[src/rtl/reg_display_scanner_pkg.sv]
// Shared types and constants for the debug front-panel register scanner.
//   mode_t       : panel operating mode (direct / step / auto / freeze)
//   scan_state_t : two-phase refresh state (drive address, capture data)
//   SEG7_HEX     : active-low {g,f,e,d,c,b,a} patterns for hex digits 0..F
//   SEG7_BLANK   : all segments off
package reg_display_scanner_pkg;

  typedef enum logic [1:0] {
    MODE_DIRECT = 2'b00,
    MODE_STEP   = 2'b01,
    MODE_AUTO   = 2'b10,
    MODE_FREEZE = 2'b11
  } mode_t;

  typedef enum logic {
    S_ADDR    = 1'b0,
    S_CAPTURE = 1'b1
  } scan_state_t;

  localparam logic [6:0] SEG7_HEX [16] = '{
    7'h40, 7'h79, 7'h24, 7'h30, 7'h19, 7'h12, 7'h02, 7'h78,
    7'h00, 7'h10, 7'h08, 7'h03, 7'h46, 7'h21, 7'h06, 7'h0E
  };

  localparam logic [6:0] SEG7_BLANK = 7'h7F;

endpackage

[src/rtl/reg_display_scanner_if.sv]
// Bundle of panel controls, register-file debug port and display outputs.
//   mode/sw_sel/step_btn : panel controls (driven by master)
//   ra / rd              : debug read address out, combinational read data in
//   cur_reg/valid        : index currently shown, latch-holds-a-word flag
//   hex0..hex7           : active-low seven-segment digits, hex7 = MS nibble
//   state                : scanner FSM state, exported for observation
// There is no backpressure on this bundle: valid is a plain status level that
// rises on the first capture after reset and stays high; there is no ready.
interface reg_display_scanner_if;
  import reg_display_scanner_pkg::*;

  mode_t       mode;
  logic [4:0]  sw_sel;
  logic        step_btn;
  logic [4:0]  ra;
  logic [31:0] rd;
  logic [4:0]  cur_reg;
  logic        valid;
  logic [6:0]  hex0, hex1, hex2, hex3, hex4, hex5, hex6, hex7;
  scan_state_t state;

  modport master (
    output mode, sw_sel, step_btn, rd,
    input  ra, cur_reg, valid, hex0, hex1, hex2, hex3, hex4, hex5, hex6, hex7, state
  );

  modport slave (
    input  mode, sw_sel, step_btn, rd,
    output ra, cur_reg, valid, hex0, hex1, hex2, hex3, hex4, hex5, hex6, hex7, state
  );
endinterface

[src/rtl/reg_display_scanner_button_debounce.sv]
// Push-button conditioner: two-flop synchroniser, stability counter and
// rising-edge pulse of the accepted level.
//   clk, reset : clock, asynchronous active-low reset
//   btn_i      : raw asynchronous button, active-high
//   pulse_o    : one-cycle pulse when the accepted level goes 0 -> 1
module button_debounce #(
  parameter int unsigned DEBOUNCE_CYCLES = 500_000
) (
  input  logic clk,
  input  logic reset,
  input  logic btn_i,
  output logic pulse_o
);

  localparam int unsigned CW = (DEBOUNCE_CYCLES > 1) ? $clog2(DEBOUNCE_CYCLES) : 1;
  localparam logic [CW-1:0] CNT_MAX = CW'(DEBOUNCE_CYCLES - 1);

  logic          sync1_q, sync2_q;
  logic          level_q;
  logic [CW-1:0] cnt_q;
  logic          pulse_q;

  // The counter only runs while the synced input disagrees with the accepted
  // level; any agreement restarts it, so short glitches never flip the level.
  always_ff @(posedge clk or negedge reset) begin
    if (!reset) begin
      sync1_q <= 1'b0;
      sync2_q <= 1'b0;
      level_q <= 1'b0;
      cnt_q   <= '0;
      pulse_q <= 1'b0;
    end else begin
      sync1_q <= btn_i;
      sync2_q <= sync1_q;
      pulse_q <= 1'b0;
      if (sync2_q != level_q) begin
        if (cnt_q == CNT_MAX) begin
          level_q <= ~level_q;
          cnt_q   <= '0;
          pulse_q <= ~level_q;
        end else begin
          cnt_q <= cnt_q + 1'b1;
        end
      end else begin
        cnt_q <= '0;
      end
    end
  end

  assign pulse_o = pulse_q;

endmodule

[src/rtl/reg_display_scanner.sv]
// Debug front-panel scanner: picks a register index (switches, debounced step
// button or auto-scroll), reads it over the debug port, latches the word and
// drives eight registered active-low seven-segment digits.
//   clk, reset : CPU clock, asynchronous active-low reset
//   bus        : panel controls, debug read port and display (slave side)
module reg_display_scanner
  import reg_display_scanner_pkg::*;
#(
  parameter int unsigned DEBOUNCE_CYCLES = 500_000,
  parameter int unsigned SCROLL_CYCLES   = 50_000_000,
  parameter int unsigned FIRST_REG       = 2,
  parameter int unsigned LAST_REG        = 25
) (
  input  logic                 clk,
  input  logic                 reset,
  reg_display_scanner_if.slave bus
);

  localparam logic [4:0] FIRST_IDX = 5'(FIRST_REG);
  localparam logic [4:0] LAST_IDX  = 5'(LAST_REG);
  localparam int unsigned SW = (SCROLL_CYCLES > 1) ? $clog2(SCROLL_CYCLES) : 1;
  localparam logic [SW-1:0] SCROLL_MAX = SW'(SCROLL_CYCLES - 1);

  logic          step_pulse;
  logic [SW-1:0] scroll_q;
  logic          tick;
  logic          advance;
  logic [4:0]    idx_q, idx_d;

  scan_state_t   state_q;
  logic [4:0]    ra_q, cur_reg_q;
  logic [31:0]   latch_q;
  logic          valid_q;
  logic [6:0]    hex_q [8];

  button_debounce #(.DEBOUNCE_CYCLES(DEBOUNCE_CYCLES)) u_debounce (
    .clk    (clk),
    .reset  (reset),
    .btn_i  (bus.step_btn),
    .pulse_o(step_pulse)
  );

  // Scroll timer is held at zero outside auto mode, so re-entering auto
  // always waits one full period before the first step.
  assign tick = (bus.mode == MODE_AUTO) && (scroll_q == SCROLL_MAX);

  always_ff @(posedge clk or negedge reset) begin
    if (!reset)                     scroll_q <= '0;
    else if (bus.mode != MODE_AUTO) scroll_q <= '0;
    else if (tick)                  scroll_q <= '0;
    else                            scroll_q <= scroll_q + 1'b1;
  end

  // Step pulses count only in step mode; tick only exists in auto mode,
  // so a coincident pulse and tick can never advance twice.
  assign advance = ((bus.mode == MODE_STEP) && step_pulse) || tick;

  always_comb begin
    idx_d = idx_q;
    if (advance) idx_d = (idx_q == LAST_IDX) ? FIRST_IDX : idx_q + 5'd1;
  end

  always_ff @(posedge clk or negedge reset) begin
    if (!reset) idx_q <= FIRST_IDX;
    else        idx_q <= idx_d;
  end

  // Refresh FSM: drive the address one cycle, capture the read data the next.
  // Freeze parks it in S_ADDR so the latch and cur_reg stop updating.
  always_ff @(posedge clk or negedge reset) begin
    if (!reset) begin
      state_q   <= S_ADDR;
      ra_q      <= FIRST_IDX;
      latch_q   <= '0;
      cur_reg_q <= '0;
      valid_q   <= 1'b0;
    end else begin
      case (state_q)
        S_ADDR: begin
          if (bus.mode != MODE_FREEZE) begin
            ra_q    <= (bus.mode == MODE_DIRECT) ? bus.sw_sel : idx_q;
            state_q <= S_CAPTURE;
          end
        end
        S_CAPTURE: begin
          latch_q   <= bus.rd;
          cur_reg_q <= ra_q;
          valid_q   <= 1'b1;
          state_q   <= S_ADDR;
        end
        default: state_q <= S_ADDR;
      endcase
    end
  end

  for (genvar g = 0; g < 8; g++) begin : g_hex
    always_ff @(posedge clk or negedge reset) begin
      if (!reset) hex_q[g] <= SEG7_HEX[0];
      else        hex_q[g] <= SEG7_HEX[latch_q[4*g +: 4]];
    end
  end

  assign bus.ra      = ra_q;
  assign bus.cur_reg = cur_reg_q;
  assign bus.valid   = valid_q;
  assign bus.state   = state_q;
  assign bus.hex0    = hex_q[0];
  assign bus.hex1    = hex_q[1];
  assign bus.hex2    = hex_q[2];
  assign bus.hex3    = hex_q[3];
  assign bus.hex4    = hex_q[4];
  assign bus.hex5    = hex_q[5];
  assign bus.hex6    = hex_q[6];
  assign bus.hex7    = hex_q[7];

endmodule

[src/flat_wrapper.sv]
// flat-port wrapper written by rule: the top's interface ports become plain ports
module reg_display_scanner_flat import reg_display_scanner_pkg::*;
#(
  parameter int unsigned DEBOUNCE_CYCLES = 500_000,
  parameter int unsigned SCROLL_CYCLES   = 50_000_000,
  parameter int unsigned FIRST_REG       = 2,
  parameter int unsigned LAST_REG        = 25
)
  (clk, reset, bus_mode, bus_sw_sel, bus_step_btn, bus_rd, bus_ra, bus_cur_reg, bus_valid, bus_hex0, bus_hex1, bus_hex2, bus_hex3, bus_hex4, bus_hex5, bus_hex6, bus_hex7, bus_state);
  reg_display_scanner_if bus_i ();
  input  logic clk;
  input  logic reset;
  input wire logic [$bits(bus_i.mode)-1:0] bus_mode;
  input wire logic [$bits(bus_i.sw_sel)-1:0] bus_sw_sel;
  input wire logic [$bits(bus_i.step_btn)-1:0] bus_step_btn;
  input wire logic [$bits(bus_i.rd)-1:0] bus_rd;
  output wire logic [$bits(bus_i.ra)-1:0] bus_ra;
  output wire logic [$bits(bus_i.cur_reg)-1:0] bus_cur_reg;
  output wire logic [$bits(bus_i.valid)-1:0] bus_valid;
  output wire logic [$bits(bus_i.hex0)-1:0] bus_hex0;
  output wire logic [$bits(bus_i.hex1)-1:0] bus_hex1;
  output wire logic [$bits(bus_i.hex2)-1:0] bus_hex2;
  output wire logic [$bits(bus_i.hex3)-1:0] bus_hex3;
  output wire logic [$bits(bus_i.hex4)-1:0] bus_hex4;
  output wire logic [$bits(bus_i.hex5)-1:0] bus_hex5;
  output wire logic [$bits(bus_i.hex6)-1:0] bus_hex6;
  output wire logic [$bits(bus_i.hex7)-1:0] bus_hex7;
  output wire logic [$bits(bus_i.state)-1:0] bus_state;
  assign bus_i.mode = bus_mode;
  assign bus_i.sw_sel = bus_sw_sel;
  assign bus_i.step_btn = bus_step_btn;
  assign bus_i.rd = bus_rd;
  assign bus_ra = bus_i.ra;
  assign bus_cur_reg = bus_i.cur_reg;
  assign bus_valid = bus_i.valid;
  assign bus_hex0 = bus_i.hex0;
  assign bus_hex1 = bus_i.hex1;
  assign bus_hex2 = bus_i.hex2;
  assign bus_hex3 = bus_i.hex3;
  assign bus_hex4 = bus_i.hex4;
  assign bus_hex5 = bus_i.hex5;
  assign bus_hex6 = bus_i.hex6;
  assign bus_hex7 = bus_i.hex7;
  assign bus_state = bus_i.state;
  reg_display_scanner #(.DEBOUNCE_CYCLES(DEBOUNCE_CYCLES), .SCROLL_CYCLES(SCROLL_CYCLES), .FIRST_REG(FIRST_REG), .LAST_REG(LAST_REG)) u_core (.clk(clk), .reset(reset), .bus(bus_i));
endmodule
[config.mk]
export PLATFORM = sky130hd
export DESIGN_NAME = reg_display_scanner_flat
export DESIGN_NICKNAME = d
export VERILOG_FILES = /design/src/rtl/reg_display_scanner_pkg.sv /design/src/rtl/reg_display_scanner_if.sv /design/src/rtl/reg_display_scanner_button_debounce.sv /design/src/rtl/reg_display_scanner.sv /design/src/flat_wrapper.sv
export SDC_FILE = /design/constraint.sdc
export NUM_CORES = 1
export LEC_CHECK = 0
export CAP_MARGIN = 5
export CORE_UTILIZATION = 50
export DETAILED_ROUTE_END_ITERATION = 16
export PLACE_DENSITY = 0.79
export SYNTH_ARGS = -nofsm -noshare
export SYNTH_HDL_FRONTEND = slang
export SYNTH_SLANG_ARGS = --single-unit
[constraint.sdc]
create_clock -name clk -period 1.7 [get_ports clk]
set_input_delay 0.255 -clock clk [delete_from_list [all_inputs] [get_ports clk]]
set_output_delay 0.255 -clock clk [all_outputs]
set_load 0.005 [all_outputs]
==> flow_summary.json, run 1 <==
{
  "detailedPlacementHpwl_mm": 12.0,
  "setup.worst_path.end_class": "flop",
  "fmaxAchievable_ghz": 0.549,
  "wire_length_of_the_first_global_routing_pass_mm": 28.3,
  "layout_min_cycle_time_ns": 1.82,
  "gp_routability_congestion": 0.853,
  "clock_tree.buffer_depth": 2,
  "kind_of_path_behind_the_tightest_hold_check": "input pin to flop",
  "timing.critical_path.buf_inv": 1,
  "power.density_cell_area_nw_per_um2": 1120,
  "area_growth_pct": 33.4,
  "htree_num_levels": 4,
  "critical_path_peak_fanout": 4,
  "ys_async_sr_fraction_pct": 100,
  "syn-cell-area_um2": 7640,
  "placed_area_um2": 9220,
  "ff_to_ff_path_depth": 6,
  "final-setup-viol-count": 28,
  "synth_cell_type_count": 54,
  "mapped_cells": 708,
  "syn_area_per_cell_um2": 10.8,
  "slew_headroom_pct": 62.6,
  "p_leak_nw": 4.53,
  "final_net_count": 954,
  "antenna_violating_nets_post_route": 0,
  "syn-num-nets": 803,
  "postLayoutCellArea_um2": 10200,
  "cp_data_required_time_ns": 2.00,
  "fp.dieH_um": 126,
  "path_depth": 6,
  "rsz0062_at_grt": "yes",
  "portBuffers": 109,
  "post-route-drc-count": 9,
  "setup.worst_path.end": "u_core.idx_q[4]$_DFFE_PN0P_",
  "dr_total_vias": 5837,
  "critical_path.max_stage_delay_ns": 0.54,
  "total_cts_buffers": 17,
  "largest_registers_ranked_by_flip_flop_count": "u_core.latch_q (32), u_core.scroll_q (26), u_core.u_debounce.cnt_q (19)",
  "placement.setup.worst_slack_ns": -0.316,
  "design.core.area_um2": 14700,
  "seq_area_frac_synth_pct": 50.6,
  "worst_vdd_drop_mv": 0.907,
  "timing.rr.start": "u_core.scroll_q[9]$_DFF_PN0_",
  "yosysWarnings": 0,
  "final_cells": 1056,
  "grt.overflow.total": 0,
  "layout_common_cells": "dfrtp_1 (143), clkdlybuf4s50_1 (101), nor2_1 (68)",
  "cts.reportedPaths.clkPinSlew_ns": 0.07,
  "worstPathArrival_ns": 2.12,
  "clock_sinks": 154,
  "grt_start_max_net_pins": 56,
  "avgRoutedWirePerCell_um": 16.7,
  "route.detailed.vias_per_inst": 5.53,
  "violated_checks": "design-rule violations, negative setup slack",
  "maxCapViolations": 0,
  "timing.critical_path.mode_cell": "o21ai_1",
  "number_of_flip_flops_in_the_largest_register": 32,
  "register_with_the_most_flip_flops": "u_core.latch_q",
  "final-hold-violation-count": 0,
  "post-route-worst-setup-slack_ns": -0.122,
  "clk_root_buffer_cell": "clkbuf_16",
  "placed_cells": 1016,
  "num_antenna_cells": 0,
  "status": "finished, violations left",
  "setup.worst_path.start_class": "flop",
  "num_io_pins": 110,
  "reg2reg_setup_slack_ns": -0.12,
  "critical_path.reg2reg.endpoint": "u_core.idx_q[4]$_DFFE_PN0P_",
  "floorplan.die_area_um2": 15800,
  "cp_class": "flop to flop",
  "crit_slowest_cell": "or4b_4",
  "edff_count_synth": 0,
  "die_width_um": 126,
  "grt_pass1_vias": 5915,
  "critical-path-top-delay-family": "simple AND/OR/NAND/NOR gates",
  "detail_route.first_pass.iterations": 12,
  "synth.ff_latch_count": 154,
  "drv_slew": 0,
  "cts_tree": "done",
  "layout_cells_sized_above_1_pct": 20.8,
  "worstSetupStartpoint": "u_core.scroll_q[9]$_DFF_PN0_",
  "num_rows": 44,
  "timing_worst_slew_pin_value_ns": 0.561,
  "mostFrequentLayoutCell": "dfrtp_1",
  "grtUsageTotal_pct": 22.7,
  "detail_route.iter0.violations": 332,
  "wire_length_after_detailed_routing_mm": 17.6,
  "initial_core_util_pct": 52.0,
  "clock-skew-final_ns": 0.0119,
  "antenna_violations_before_repair": 1,
  "cp_cell_instances": "or4b_4 -> nor4_4 -> buf_4 -> a21oi_4 -> o21ai_1 -> o21ai_1",
  "synth-main-ff-cell": "dfrtp_1",
  "clk_lat_worst_skew_ns": 0.42,
  "final_min_period_over_clock_period_pct": 107
}
-- cells in the mapped netlist, types with 3 or more instances --
cell type / n / area share (%)
mux2i_1: 20 / 2.6
a21o_1: 5 / 0.49
or3b_2: 5 / 0.57
a22oi_1: 5 / 0.49
or3_1: 3 / 0.25
o31ai_1: 6 / 0.59
mux4_2: 8 / 2.4
a21oi_1: 11 / 0.72
nand2b_1: 5 / 0.41
nor2b_1: 13 / 1.1
mux2_2: 21 / 3.1
nor3_1: 8 / 0.52
clkbuf_1: 16 / 0.79
a22o_1: 13 / 1.5
nand4_1: 9 / 0.74
nand3_1: 24 / 1.6
nor2_1: 91 / 4.5
dfrtp_1: 144 / 47
xnor2_1: 20 / 2.3
xor2_1: 22 / 2.5
o22ai_1: 6 / 0.49
ha_1: 53 / 8.7
inv_1: 35 / 1.7
nand2_1: 50 / 2.5
and3_1: 4 / 0.33
or2_2: 7 / 0.57
a32o_1: 5 / 0.65
dfstp_2: 10 / 3.4
o21ai_0: 47 / 3.1
buf_1: 4 / 0.20
nor4_1: 5 / 0.41
o211ai_1: 3 / 0.29
-- final cells by class --
| class | count | area (um2) |
|---|---|---|
| Clock buffer | 19 | 453 |
| Clock inverter | 13 | 174 |
| Fill cell | 1008 | 4500 |
| Inverter | 37 | 139 |
| Multi-Input combinational cell | 495 | 3830 |
| Sequential cell | 154 | 3870 |
| Tap cell | 184 | 230 |
| Timing Repair Buffer | 154 | 1500 |
-- worst min-delay path by stage --
| stage | startpoint | to | slack [ns] | cells past startpoint |
|---|---|---|---|---|
| 4_1_cts | bus_step_btn | u_core.u_debounce.sync1_q$_DFF_PN0_ | 0.27 | 1 |
| 3_3_place_gp | reset | u_core.bus.hex3[1]$_DFF_PN0_ | 0.25 | 1 |
| 5_1_grt | bus_step_btn | u_core.u_debounce.sync1_q$_DFF_PN0_ | 0.27 | 1 |
| 3_5_place_dp | reset | u_core.bus.hex3[5]$_DFF_PN0_ | 0.27 | 1 |
| 6_report | bus_step_btn | u_core.u_debounce.sync1_q$_DFF_PN0_ | 0.29 | 1 |
| 2_1_floorplan | reset | u_core.bus.cur_reg[0]$_DFFE_PN0P_ | -0.04 | 0 |
-- what timing repair did --
item / 4_1_cts / 5_1_grt
hold buffers: 1 / 0
gates resized for setup: 37 / 44
pin swaps: 15 / 17
hold endpoints to repair: 42 / 0
cloned: 1 / 1
buffers inserted: 4 / 1
setup endpoints to repair: 36 / 48
-- layer usage --
metal | up-vias | track usage (%) | wire, um | share of wire (%)
li1 | 2738 | - | - | -
met1 | 2896 | 26.4 | 7120 | 40
met2 | 166 | 40.5 | 9120 | 52
met3 | 37 | 5.61 | 879 | 5.0
met4 | 0 | 8.90 | 486 | 2.8
met5 | - | 0 | 0 | 0
-- metrics by stage --
step                power [mW]  utilization, %  hold WS (ns)  setup TNS (ns)
finish                    11.4            69.4         0.286           -2.23
global route              12.0            69.4         0.270           -3.48
CTS                       11.5            67.9         0.266           -2.35
detailed placement        7.50            62.7         0.268           -8.18
global placement          7.36            62.7         0.254           -7.16
floorplan                 6.03               -       -0.0406         -0.0133
-- where the power goes --
group	total (mW)	switching, mW	leakage, nW	internal [mW]
Sequential	4.76	0.479	1.97	4.28
Clock	3.98	1.46	0.308	2.52
Combinational	2.69	1.11	2.25	1.58
Total	11.4	3.05	4.53	8.38
-- cells by family after synthesis --
kind of cell / synth area share [%]
AND/OR/NAND/NOR: 15.5
AO/OA/AOI/OAI: 9.28
XOR/XNOR: 4.81
multiplexers: 8.07
adder cells (fa/ha/maj): 8.68
flip-flops: 50.6
buffers and inverters: 3.13
(Power assumes the default switching activity.)
==> inputs of run 2 (changes only) <==
CORE_MARGIN = 8   (was not set)
==> flow_summary.json, run 2 (synthesis gave the netlist of run 1 again) <==
{
  "postLayoutCellArea_um2": 10100,
  "final_net_count": 965,
  "p_leak_nw": 4.59,
  "grt_start_max_net_pins": 47,
  "clock_sinks": 154,
  "timing_worst_slew_pin_value_ns": 0.489,
  "post-route-drc-count": 0,
  "initial_core_util_pct": 50.7,
  "reg2reg_setup_slack_ns": -0.04,
  "detail_route.iter0.violations": 234,
  "critical_path.max_stage_delay_ns": 0.54,
  "crit_slowest_cell": "or4b_4",
  "total_cts_buffers": 17,
  "fin_worst_hold_slack_ns": 0.285,
  "register_with_the_most_flip_flops": "u_core.latch_q",
  "kind_of_path_behind_the_tightest_hold_check": "input pin to flop",
  "avgRoutedWirePerCell_um": 15.7,
  "area_growth_pct": 32.7,
  "slew_headroom_pct": 67.4,
  "final-setup-viol-count": 19,
  "num_antenna_cells": 0,
  "number_of_flip_flops_in_the_largest_register": 32,
  "filler_cell_count": 1131,
  "design.core.area_um2": 15100,
  "die_width_um": 140,
  "wire_length_of_the_first_global_routing_pass_mm": 27.7,
  "violated_checks": "negative setup slack",
  "clock-skew-final_ns": 0.00895,
  "mostFrequentLayoutCell": "dfrtp_1",
  "antenna_violations_before_repair": 0,
  "final-hold-violation-count": 0,
  "portBuffers": 109,
  "drv_slew": 0,
  "cp_cell_instances": "or4b_4 -> nor4_4 -> a21o_4 -> clkbuf_16 -> nor2_2",
  "finalSetupTns_ns": -0.406,
  "total_power_mw": 11.6,
  "cts.reportedPaths.clkPinSlew_ns": 0.06,
  "final_min_period_over_clock_period_pct": 103,
  "layout_min_cycle_time_ns": 1.74,
  "largest_registers_ranked_by_flip_flop_count": "u_core.latch_q (32), u_core.scroll_q (26), u_core.u_debounce.cnt_q (19)",
  "fp.dieH_um": 140,
  "rsz0062_at_grt": "yes",
  "cp_class": "flop to flop",
  "grtUsageTotal_pct": 17.5,
  "grt_pass1_vias": 5596,
  "antenna_violating_nets_post_route": 0,
  "dr_total_vias": 5622,
  "layout_common_cells": "dfrtp_1 (143), clkdlybuf4s50_1 (98), nor2_1 (83)",
  "clk_root_buffer_cell": "clkbuf_16",
  "setup.worst_path.start_class": "flop",
  "placed_area_um2": 9350,
  "clk_lat_worst_skew_ns": 0.42,
  "detail_route.first_pass.iterations": 4,
  "wire_length_after_detailed_routing_mm": 16.9,
  "post-route-worst-setup-slack_ns": -0.0434,
  "status": "finished, violations left",
  "fmaxAchievable_ghz": 0.574,
  "num_rows": 45,
  "gp_routability_congestion": 0.834,
  "route.detailed.vias_per_inst": 5.25,
  "detailedPlacementHpwl_mm": 12.1,
  "cts_tree": "done",
  "htree_num_levels": 4,
  "critical_path_peak_fanout": 6,
  "layout_cells_sized_above_1_pct": 18.9,
  "worst_vdd_drop_mv": 0.699,
  "cp_data_required_time_ns": 2.01,
  "maxCapViolations": 0,
  "power.density_cell_area_nw_per_um2": 1150,
  "worstPathArrival_ns": 2.06,
  "setup.worst_path.end_class": "flop",
  "num_io_pins": 110,
  "post-route-util_pct": 67.2,
  "grt.overflow.total": 0,
  "clock_tree.buffer_depth": 2,
  "floorplan.die_area_um2": 19500
}
run 2: changes by cell type in the layout (fill, tap and decap cells not counted), sizes merged, moves of 2 or more:
cell	previous run	this run
clkdlybuf4s50	101	98
dlygate4sd2	6	9
inv	35	37
buf	45	57
run 2: repair_timing:
| item | in CTS | in global routing |
|---|---|---|
| hold buffers | 1 | 0 |
| buffers inserted | 1 | 0 |
| cloned | 0 | 2 |
| pin swaps | 4 | 9 |
| resized for setup | 13 | 21 |
| hold endpoints to repair | 38 | 0 |
| setup endpoints to repair | 35 | 30 |
run 2: power by group:
group | internal, mW | switching, mW | total, mW
Sequential | 4.28 | 0.427 | 4.71
Combinational | 1.61 | 1.16 | 2.77
Clock | 2.65 | 1.50 | 4.15
Total | 8.54 | 3.09 | 11.6
run 2: worst paths after layout:
check | start | end | cells after the start
max reg2reg | u_core.scroll_q[9]$_DFF_PN0_ | u_core.scroll_q[22]$_DFF_PN0_ | 5
min reg2reg | u_core.u_debounce.sync1_q$_DFF_PN0_ | u_core.u_debounce.sync2_q$_DFF_PN0_ | 0
min | bus_step_btn | u_core.u_debounce.sync1_q$_DFF_PN0_ | 1
max | u_core.scroll_q[9]$_DFF_PN0_ | u_core.scroll_q[22]$_DFF_PN0_ | 5
min in group asynchronous | reset | u_core.bus.cur_reg[0]$_DFFE_PN0P_ | 2
max in group asynchronous | reset | u_core.idx_q[1]$_DFFE_PN1P_ | 3
run 2: cell type report:
cell class	count	area [um2]	area share (%)
inverter	37	139	1.37
multi-input combinational	493	3650	36.0
sequential	154	3870	38.1
tap	188	235	2.32
clock inverter	14	216	2.13
timing repair buffer	167	1590	15.7
clock buffer	18	439	4.33
run 2: worst max-delay path, delay by kind of cell (launching register included):
kind | cells | cell delay, ns
AOI/OAI and AO/OA | 1 | 0.22
buffers and inverters | 1 | 0.18
and+or+nand+nor | 3 | 0.83
DFF | 1 | 0.40
run 2: routing by layer:
metal | routed length, um | vias up | track usage, % | share of wire, %
met2 | 8460 | 107 | 29.5 | 50
li1 | - | 2763 | - | -
met1 | 7630 | 2740 | 21.5 | 45
met4 | 162 | 0 | 6.40 | 0.96
met5 | 0 | - | 0 | 0
met3 | 611 | 12 | 4.21 | 3.6
run 2: per-stage QoR:
stage / setup slack, ns / std cells
2_1_floorplan: -0.00104 / 708
3_3_place_gp: -0.268 / 1035
3_5_place_dp: -0.305 / 1035
4_1_cts: -0.0619 / 1069
5_1_grt: -0.111 / 1071
6_report: -0.0434 / 1071
